`src/rtl/pool_window_scheduler.sv`:
```
// 2x2 pooling window scheduler: fetches windows from the feature SRAM,
// hands them to the pooling unit and writes each pooled result back.
module pool_window_scheduler #(
  parameter int DATA_WIDTH = 16,
  parameter int ADDR_WIDTH = 16,
  parameter int DIM_WIDTH  = 8
) (
  input  logic                    clk,
  input  logic                    rst_n,
  input  logic                    start,
  input  logic                    abort,
  input  logic [DIM_WIDTH-1:0]    fmap_width,
  input  logic [DIM_WIDTH-1:0]    fmap_height,
  input  logic                    stride2,
  input  logic [ADDR_WIDTH-1:0]   in_base,
  input  logic [ADDR_WIDTH-1:0]   out_base,
  output logic                    rd_en,
  output logic [ADDR_WIDTH-1:0]   rd_addr,
  input  logic [DATA_WIDTH-1:0]   rd_data,
  output logic [4*DATA_WIDTH-1:0] win_data,
  output logic                    win_valid,
  input  logic                    win_ready,
  input  logic [DATA_WIDTH-1:0]   res_data,
  input  logic                    res_valid,
  output logic                    res_ready,
  output logic                    wr_en,
  output logic [ADDR_WIDTH-1:0]   wr_addr,
  output logic [DATA_WIDTH-1:0]   wr_data,
  output logic                    busy,
  output logic                    done,
  output logic                    err
);

  typedef enum logic [2:0] {
    IDLE, FETCH, ISSUE, WAIT_RES, WRITE, DONE
  } state_t;

  localparam logic [DIM_WIDTH-1:0] D1 = 1;
  localparam logic [DIM_WIDTH-1:0] D2 = 2;

  state_t                state;
  logic [DIM_WIDTH-1:0]  w, ow, oh, orow, ocol;
  logic [DIM_WIDTH-1:0]  nrow, ncol;
  logic                  s2, last;
  logic [ADDR_WIDTH-1:0] ibase, obase;
  logic [2:0]            fcnt;
  logic [DATA_WIDTH-1:0] slot [4];

  // Element k of the window at output (r,c); k[1] picks row, k[0] column.
  function automatic logic [ADDR_WIDTH-1:0] raddr(
    input logic [DIM_WIDTH-1:0] r,
    input logic [DIM_WIDTH-1:0] c,
    input logic [1:0]           k
  );
    logic [ADDR_WIDTH-1:0] row, col;
    row = (ADDR_WIDTH'(r) << s2) + ADDR_WIDTH'(k[1]);
    col = (ADDR_WIDTH'(c) << s2) + ADDR_WIDTH'(k[0]);
    return ibase + row * ADDR_WIDTH'(w) + col;
  endfunction

  assign last = (ocol == ow - D1) && (orow == oh - D1);
  assign ncol = (ocol == ow - D1) ? '0 : ocol + D1;
  assign nrow = (ocol == ow - D1) ? orow + D1 : orow;

  assign win_data = {slot[3], slot[2], slot[1], slot[0]};
  assign busy     = (state != IDLE);

  always_ff @(posedge clk) begin
    if (!rst_n) begin
      state     <= IDLE;
      rd_en     <= 1'b0;
      rd_addr   <= '0;
      win_valid <= 1'b0;
      res_ready <= 1'b0;
      wr_en     <= 1'b0;
      wr_addr   <= '0;
      wr_data   <= '0;
      done      <= 1'b0;
      err       <= 1'b0;
      w         <= '0;
      ow        <= '0;
      oh        <= '0;
      s2        <= 1'b0;
      ibase     <= '0;
      obase     <= '0;
      orow      <= '0;
      ocol      <= '0;
      fcnt      <= '0;
      for (int i = 0; i < 4; i++) slot[i] <= '0;
    end else if (abort && state != IDLE) begin
      state     <= IDLE;
      rd_en     <= 1'b0;
      win_valid <= 1'b0;
      res_ready <= 1'b0;
      wr_en     <= 1'b0;
      done      <= 1'b0;
      err       <= 1'b0;
      orow      <= '0;
      ocol      <= '0;
      fcnt      <= '0;
    end else begin
      unique case (state)
        IDLE: begin
          done <= 1'b0;
          err  <= 1'b0;
          if (start && !abort) begin
            w     <= fmap_width;
            s2    <= stride2;
            ibase <= in_base;
            obase <= out_base;
            orow  <= '0;
            ocol  <= '0;
            fcnt  <= '0;
            ow    <= stride2 ? ((fmap_width - D2) >> 1) + D1
                             : fmap_width - D1;
            oh    <= stride2 ? ((fmap_height - D2) >> 1) + D1
                             : fmap_height - D1;
            if (fmap_width < D2 || fmap_height < D2) begin
              state <= DONE;
              done  <= 1'b1;
              err   <= 1'b1;
            end else begin
              // Window 0 always starts at the plane base.
              state   <= FETCH;
              rd_en   <= 1'b1;
              rd_addr <= in_base;
            end
          end
        end
        FETCH: begin
          if (fcnt != 3'd0) slot[fcnt[1:0] - 2'd1] <= rd_data;
          if (fcnt < 3'd3) rd_addr <= raddr(orow, ocol, fcnt[1:0] + 2'd1);
          else             rd_en   <= 1'b0;
          if (fcnt == 3'd4) begin
            fcnt      <= '0;
            state     <= ISSUE;
            win_valid <= 1'b1;
          end else begin
            fcnt <= fcnt + 3'd1;
          end
        end
        ISSUE: begin
          if (win_ready) begin
            win_valid <= 1'b0;
            res_ready <= 1'b1;
            state     <= WAIT_RES;
          end
        end
        WAIT_RES: begin
          if (res_valid) begin
            res_ready <= 1'b0;
            wr_en     <= 1'b1;
            wr_data   <= res_data;
            wr_addr   <= obase + ADDR_WIDTH'(orow) * ADDR_WIDTH'(ow)
                         + ADDR_WIDTH'(ocol);
            state     <= WRITE;
          end
        end
        WRITE: begin
          wr_en <= 1'b0;
          if (last) begin
            state <= DONE;
            done  <= 1'b1;
            err   <= 1'b0;
          end else begin
            orow    <= nrow;
            ocol    <= ncol;
            state   <= FETCH;
            rd_en   <= 1'b1;
            rd_addr <= raddr(nrow, ncol, 2'd0);
          end
        end
        DONE: begin
          done  <= 1'b0;
          err   <= 1'b0;
          state <= IDLE;
        end
        default: state <= IDLE;
      endcase
    end
  end

endmodule

```
`config.mk`:
```
export PLATFORM = sky130hd
export DESIGN_NAME = pool_window_scheduler
export DESIGN_NICKNAME = d
export VERILOG_FILES = /design/src/rtl/pool_window_scheduler.sv
export SDC_FILE = /design/constraint.sdc
export NUM_CORES = 1
export LEC_CHECK = 0
export CORE_ASPECT_RATIO = 0.75
export CORE_MARGIN = 2
export CORE_UTILIZATION = 48
export CTS_BUF_LIST = sky130_fd_sc_hd__clkbuf_4 sky130_fd_sc_hd__clkbuf_8
export DETAILED_ROUTE_END_ITERATION = 6
export PLACE_DENSITY = 0.82
export SYNTH_ARGS = -nofsm -noshare
export SYNTH_HDL_FRONTEND = slang
export SYNTH_SLANG_ARGS = --single-unit
```
`constraint.sdc`:
```
create_clock -name clk -period 6.45 [get_ports clk]
set_input_delay 0.9675 -clock clk [delete_from_list [all_inputs] [get_ports clk]]
set_output_delay 0.9675 -clock clk [all_outputs]
set_load 0.02 [all_outputs]
```
==> results.md, run 1 <==
* Sw power at 896 uW
* Root Driver: clkbuf_8
* CP max-delay cell: fa_1
* Vias at 15,800
* Outcome: finished with violations
* GP Congestion at 0.958
* Hold_buf cts at 0
* Max Clock Freq at 152 MHz
* Final Cell Area at 22,600 um^2
* Clock Skew at 0.0331 ns
* Total I/O pin count at 206
* Drt drc at 0
* Asr flop ratio synth at 0%
* Post-route ant nets at 0
* CTS tree: yes
* CTS sink cnt at 197
* Post-synth EDFFs at 64
* Max Buffers Root-to-Sink at 2
* Critical Path RT at 6.85 ns
* Distinct cell type count after synthesis at 72
* Setup Crit Path Kind: flop to flop
* Buffers on Ports at 205
* Wirelength, routed at 53,100 um
* Row cnt at 61
* Layout Nets at 2,783
* Reg clk slew, reported paths at 0.12 ns
* Arr. time, crit path at 6.97 ns
* Initial antenna violation count at 0
* Tightest Pin Transition at 1.37 ns
* Initial Utilization at 49.1%
* Die area at 39,800 um^2
* Worst min path class: flop to flop
* Sequential power share at 48.9%
* Worst-Skew Late Latency at 0.52 ns
* Syn nets at 2,522
* GRT overflow at 0
* Max-cap viol count at 0
* Most used DFF post-synth: dfxtp_1
* CP most frequent cell: fa_1
* Fin crit period at 6.57 ns
* Leakage at 0.00984 uW
* First-pass GRT wire length at 85,200 um
* PD cells at 124 nW/um^2
* Logic pwr share at 21.6%
* Cells after Synth at 2,104
* CTS buffer count at 17
* Via-to-Cell Ratio at 5.48
* Hold Worst Slack at 0.458 ns
* Mean post-synth cell area at 8.71 um^2
* Pre-CTS setup slack at -0.249 ns
* CP Launch Type: flop
* Period utilisation layout at 102%
* Gr usage total at 26.9%
* Diodes inserted at 0
* Sw frac at 31.9%
* Failing checks: setup timing
* Internal power at 1910 uW
* Critical Path Max Stage Delay at 0.54 ns
* DR iter-0 viols at 1,308
* Wire per inst at 18.4 um
* Die X at 230 um
* H-tree depth at 4
* # fillers at 2,975
* Clk pwr share at 29.4%
* Area post-placement at 21,600 um^2
* 1st-pass router iterations at 5
* Sequential area share after synthesis at 25.0%
* RSZ-0062 raised after global routing: true
* Total negative setup slack at -0.332 ns
* Largest net degree at the start of global routing at 97
* Area Overhead vs Synth at 23.6%
* Fin. max-slew vios at 0
* Synthesized flop and latch total at 197
* Final Worst Setup Slack at -0.121 ns
* Max VDD drop at 0.196 mV
* Vias in the first global route at 16,100
* Peak fanout along the critical path at 5
* Cell area after synthesis at 18,300 um^2
* Layout cells sized above 1 at 12.8%
* Final hold viol count at 0
* Die Y at 173 um
* # setup viols final at 6
* YS warnings at 0
* Detailed Place HPWL at 41,500 um
* Core box area at 37,300 um^2
* Slew headroom at 8.54%
* CP Capture Type: flop
* Total power at 2810 uW
what timing repair did:
item	in CTS	in global routing
pin swaps	38	54
setup endpoints to repair	9	9
buffers inserted	10	10
resized for setup	36	69
worst max-delay path, delay by kind of cell, from the launching register on:
| family | cells | cell delay, ns |
|---|---|---|
| AOI/OAI and AO/OA | 9 | 1.57 |
| buffers and inverters | 6 | 0.69 |
| adders and majority gates | 9 | 3.25 |
| and+or+nand+nor | 5 | 0.57 |
| DFF | 1 | 0.35 |
worst paths after layout:
| path | startpoint | endpoint | slack, ns | depth (start not counted) |
|---|---|---|---|---|
| max | fcnt[0]$_SDFFE_PP0P_ | rd_addr[15]$_SDFFE_PN0P_ | -0.12 | 29 |
| min | wr_addr[12]$_SDFFE_PN0P_ | wr_addr[12]$_SDFFE_PN0P_ | 0.46 | 2 |
| max reg2reg | fcnt[0]$_SDFFE_PP0P_ | rd_addr[15]$_SDFFE_PN0P_ | -0.12 | 29 |
| min reg2reg | wr_addr[12]$_SDFFE_PN0P_ | wr_addr[12]$_SDFFE_PN0P_ | 0.46 | 2 |
placed cells by master, fill, tap and decap left out, types with 6 or more instances in the layout:
cell | netlist | layout
or3_1 | 13 | 12
xnor2_2 | 0 | 8
edfxtp_1 | 64 | 64
xnor2_1 | 87 | 78
nor3_1 | 26 | 21
nor2_1 | 116 | 108
a22oi_1 | 7 | 6
a31oi_1 | 10 | 7
a21o_1 | 10 | 10
ha_4 | 0 | 8
a21oi_2 | 0 | 9
clkbuf_8 | 0 | 17
ha_1 | 145 | 135
o22ai_1 | 8 | 7
o21ai_1 | 0 | 9
a21oi_1 | 150 | 141
a311oi_2 | 4 | 6
a211oi_2 | 6 | 8
clkdlybuf4s50_1 | 0 | 205
mux2i_2 | 0 | 7
nand4_1 | 7 | 7
nand2_1 | 335 | 330
buf_4 | 0 | 144
inv_1 | 245 | 239
nand3_1 | 36 | 34
xor2_1 | 27 | 26
fa_1 | 186 | 183
a211oi_1 | 16 | 14
o21ai_0 | 55 | 43
dfxtp_2 | 0 | 7
dfxtp_1 | 133 | 125
and2_1 | 178 | 178
nor2b_1 | 13 | 13
mux2i_1 | 14 | 7
nand2b_1 | 14 | 14
cells by family after synthesis:
logic type      count (synthesis)  share of synthesized area, %
mux                            16                         0.888
simple gates                  766                          19.9
buf+inv                       360                          7.57
fa+ha+maj                     331                          30.2
flops                         197                          25.0
compound gates                320                          11.0
xor+xnor                      114                          5.45
area by class of cell:
class	count	area, um^2	area share, %
clock buffers	18	241	1.07
clock inverters	13	144	0.635
inverters	248	935	4.13
multi-input cells	1547	12900	57.0
flip-flops and latches	197	4600	20.3
well taps	504	631	2.78
repair buffers	354	3190	14.1
through the flow:
step	util (%)	cells
2_1_floorplan	-	2104
3_3_place_gp	58.0	2830
3_5_place_dp	58.0	2830
4_1_cts	59.7	2871
5_1_grt	60.7	2881
6_report	60.7	2881
power groups by stage:
stage          registers [uW]  logic (uW)  clock network, uW
3_5_place_dp             1400         570                  0
3_3_place_gp             1400         558                  0
5_1_grt                  1380         657                875
4_1_cts                  1370         586                832
6_report                 1370         608                826
2_1_floorplan            1410         313                  0
per-layer routing:
layer / routed length [um] / up-vias / part of all wire, % / track usage (%)
met1: 23500 / 7766 / 44 / 38.3
met3: 4930 / 71 / 9.3 / 6.33
met5: 0 / - / 0 / 0
li1: - / 7316 / - / -
met2: 23900 / 626 / 45 / 41.5
met4: 812 / 0 / 1.5 / 6.47
sequential cells by signal, indices dropped and copies added, names as in the netlist, 16 cells and up:
name,cells
slot,64
ibase,16
obase,16
rd_addr,16
wr_addr,16
wr_data,16
cell usage after synthesis, types with 26 or more instances:
cell type	count	area, um^2
a21oi_1	150	751
ha_1	145	1810
xnor2_1	87	762
edfxtp_1	64	1920
nand3_1	36	180
dfxtp_1	133	2660
inv_1	245	920
clkbuf_1	99	372
and2_1	178	1110
nor3_1	26	130
o21ai_0	55	275
nor2_1	116	435
fa_1	186	3720
xor2_1	27	236
nand2_1	335	1260
No activity file was read; power rests on OpenSTA's default activity.
==> inputs of run 2 (changes only) <==
--- a/config.mk
+++ b/config.mk
@@ -11,6 +11,7 @@
 export CTS_BUF_LIST = sky130_fd_sc_hd__clkbuf_4 sky130_fd_sc_hd__clkbuf_8
 export DETAILED_ROUTE_END_ITERATION = 6
 export PLACE_DENSITY = 0.82
+export RECOVER_POWER = 100
 export SYNTH_ARGS = -nofsm -noshare
 export SYNTH_HDL_FRONTEND = slang
 export SYNTH_SLANG_ARGS = --single-unit
==> results.md, run 2 (synthesized netlist as in run 1, its figures left out) <==
* PD cells at 124 nW/um^2 (-0.42%)
* Met3 Use GR at 6.33% (unchanged)
* Area post-placement at 21,600 um^2 (unchanged)
* Reg clk slew, reported paths at 0.12 ns (about the same)
* Vias at 15,800 (-0.025%)
* Wirelength, routed at 53,200 um (+0.17%)
* Failing checks: setup timing
* Root Driver: clkbuf_8
* Pre-CTS setup slack at -0.249 ns (unchanged)
* Worst min path class: flop to flop
* Final Worst Setup Slack at -0.124 ns (-0.00310 ns)
* Wire per inst at 18.5 um (+0.17%)
* CP most frequent cell: fa_1
* CP bufs+invs at 6 (unchanged)
* Initial antenna violation count at 0 (unchanged)
* Leading cell types in the layout, fill and taps excluded: nand2_1, inv_1, fa_1
* RSZ-0062 raised after global routing: true
* Core box area at 37,300 um^2 (unchanged)
* Gr usage total at 26.9% (unchanged)
* 1st-pass router iterations at 5 (unchanged)
* Final hold viol count at 0 (unchanged)
* Via-to-Cell Ratio at 5.48 (about the same)
* CP max-delay cell: fa_1
* Largest register FFs at 64 (unchanged)
* CTS tree: yes
* Die X at 230 um (unchanged)
* Setup Crit Path Kind: flop to flop
* Fin crit period at 6.57 ns (+0.00310 ns)
* Post-route ant nets at 0 (unchanged)
* CTS sink cnt at 197 (unchanged)
* Peak fanout along the critical path at 5 (unchanged)
* Initial Utilization at 49.1% (unchanged)
* Total I/O pin count at 206 (unchanged)
* CP Capture Type: flop
* Max Clock Freq at 152 MHz (about the same)
* Die area at 39,800 um^2 (unchanged)
* Detailed Place HPWL at 41,500 um (unchanged)
* Slew headroom at 4.48% (-4.1 points)
* Commonest non-fill, non-tap cell in the layout: nand2_1
* Critical Path RT at 6.85 ns (about the same)
* # setup viols final at 6 (unchanged)
* Layout Nets at 2,783 (unchanged)
* First-pass GRT wire length at 85,200 um (unchanged)
* Top delay family on crit path: adder cells
* Max VDD drop at 0.193 mV (-1.3%)
* Outcome: finished with violations
* M1 GR Usage at 38.3% (unchanged)
* Final Cell Area at 22,600 um^2 (about the same)
* Row cnt at 61 (unchanged)
* GP Congestion at 0.958 (unchanged)
* Critical Path Max Stage Delay at 0.54 ns (about the same)
* Biggest register: slot
* Fin util at 60.6% (about the same)
* Arr. time, crit path at 6.97 ns (about the same)
* Area Overhead vs Synth at 23.5% (about the same)
* Max-cap viol count at 0 (unchanged)
* Die Y at 173 um (unchanged)
* Buffers on Ports at 205 (unchanged)
* Diodes inserted at 0 (unchanged)
* Largest net degree at the start of global routing at 97 (unchanged)
* H-tree depth at 4 (unchanged)
* CP Launch Type: flop
* Worst-Skew Late Latency at 0.52 ns (about the same)
* Leakage at 0.0101 uW (+2.3%)
* Tightest Pin Transition at 1.43 ns (+0.0660 ns)
* DR iter-0 viols at 1,310 (+0.15%)
* Layout cells sized above 1 at 12.6% (-0.17 points)
* Vias in the first global route at 16,100 (unchanged)
* Period utilisation layout at 102% (about the same)
* GRT overflow at 0 (unchanged)
* Most Used Layer, Global Route: met2
* Max Buffers Root-to-Sink at 2 (unchanged)
* Fin. max-slew vios at 0 (unchanged)
* Drt drc at 0 (unchanged)
* Clock Skew at 0.0330 ns (-0.000184 ns)
* CTS buffer count at 17 (unchanged)
* Met2 usage at 41.5% (unchanged)
-- run 2: power breakdown --
| part | internal (uW) | leakage [uW] | total [uW] | switching, uW |
|---|---|---|---|---|
| sequential | 1330 | 0.00175 | 1370 | 48.3 |
| combinational | 256 | 0.00814 | 598 | 341 |
| clock | 320 | 0.000180 | 824 | 503 |
| total | 1900 | 0.0101 | 2800 | 893 |
-- run 2: metal layers --
| layer | vias up | share of wire, % |
|---|---|---|
| li1 | 7319 | - |
| met1 | 7771 | 44 |
| met2 | 610 | 45 |
| met3 | 75 | 9.3 |
| met4 | 0 | 1.7 |
| met5 | - | 0 |
-- run 2: tightest hold or removal path, cell delays in order, from the launching register on --
cell and delay (ns):
dfxtp_1 0.32, nand2_1 0.05, a21oi_1 0.05
-- run 2: area by class of cell --
type | instances | area, um^2
clock inverters | 13 | 144
flip-flops and latches | 197 | 4600
multi-input cells | 1547 | 12900
well taps | 504 | 631
repair buffers | 354 | 3180
fillers | 2981 | 14700
inverters | 248 | 935
clock buffers | 18 | 241
-- run 2: path summary, 6_finish.rpt --
path | start | to | slack [ns] | cells after the start
worst max-delay path | fcnt[0]$_SDFFE_PP0P_ | rd_addr[15]$_SDFFE_PN0P_ | -0.12 | 29
worst min-delay path | wr_data[1]$_SDFFE_PN0P_ | wr_data[1]$_SDFFE_PN0P_ | 0.46 | 2
worst max register to register | fcnt[0]$_SDFFE_PP0P_ | rd_addr[15]$_SDFFE_PN0P_ | -0.12 | 29
worst min register to register | wr_data[1]$_SDFFE_PN0P_ | wr_data[1]$_SDFFE_PN0P_ | 0.46 | 2
-- run 2: timing repair --
action,4_1_cts,5_1_grt
setup buffers,10,10
resized for setup,36,69
gates cloned,0,0
endpoints found under the hold margin,0,0
hold buffers,0,0
endpoints found under the setup margin,9,9
pin swaps,38,54
-- run 2: per-stage QoR --
step                std cells  TNS (ns)  total power (uW)  hold WS (ns)
floorplan                2104         0              1730         0.436
global placement         2830    -0.220              1960         0.440
detailed placement       2830     -1.28              1970         0.447
CTS                      2871   -0.0963              2790         0.460
global route             2881     -2.46              2900         0.481
finish                   2881    -0.368              2800         0.456
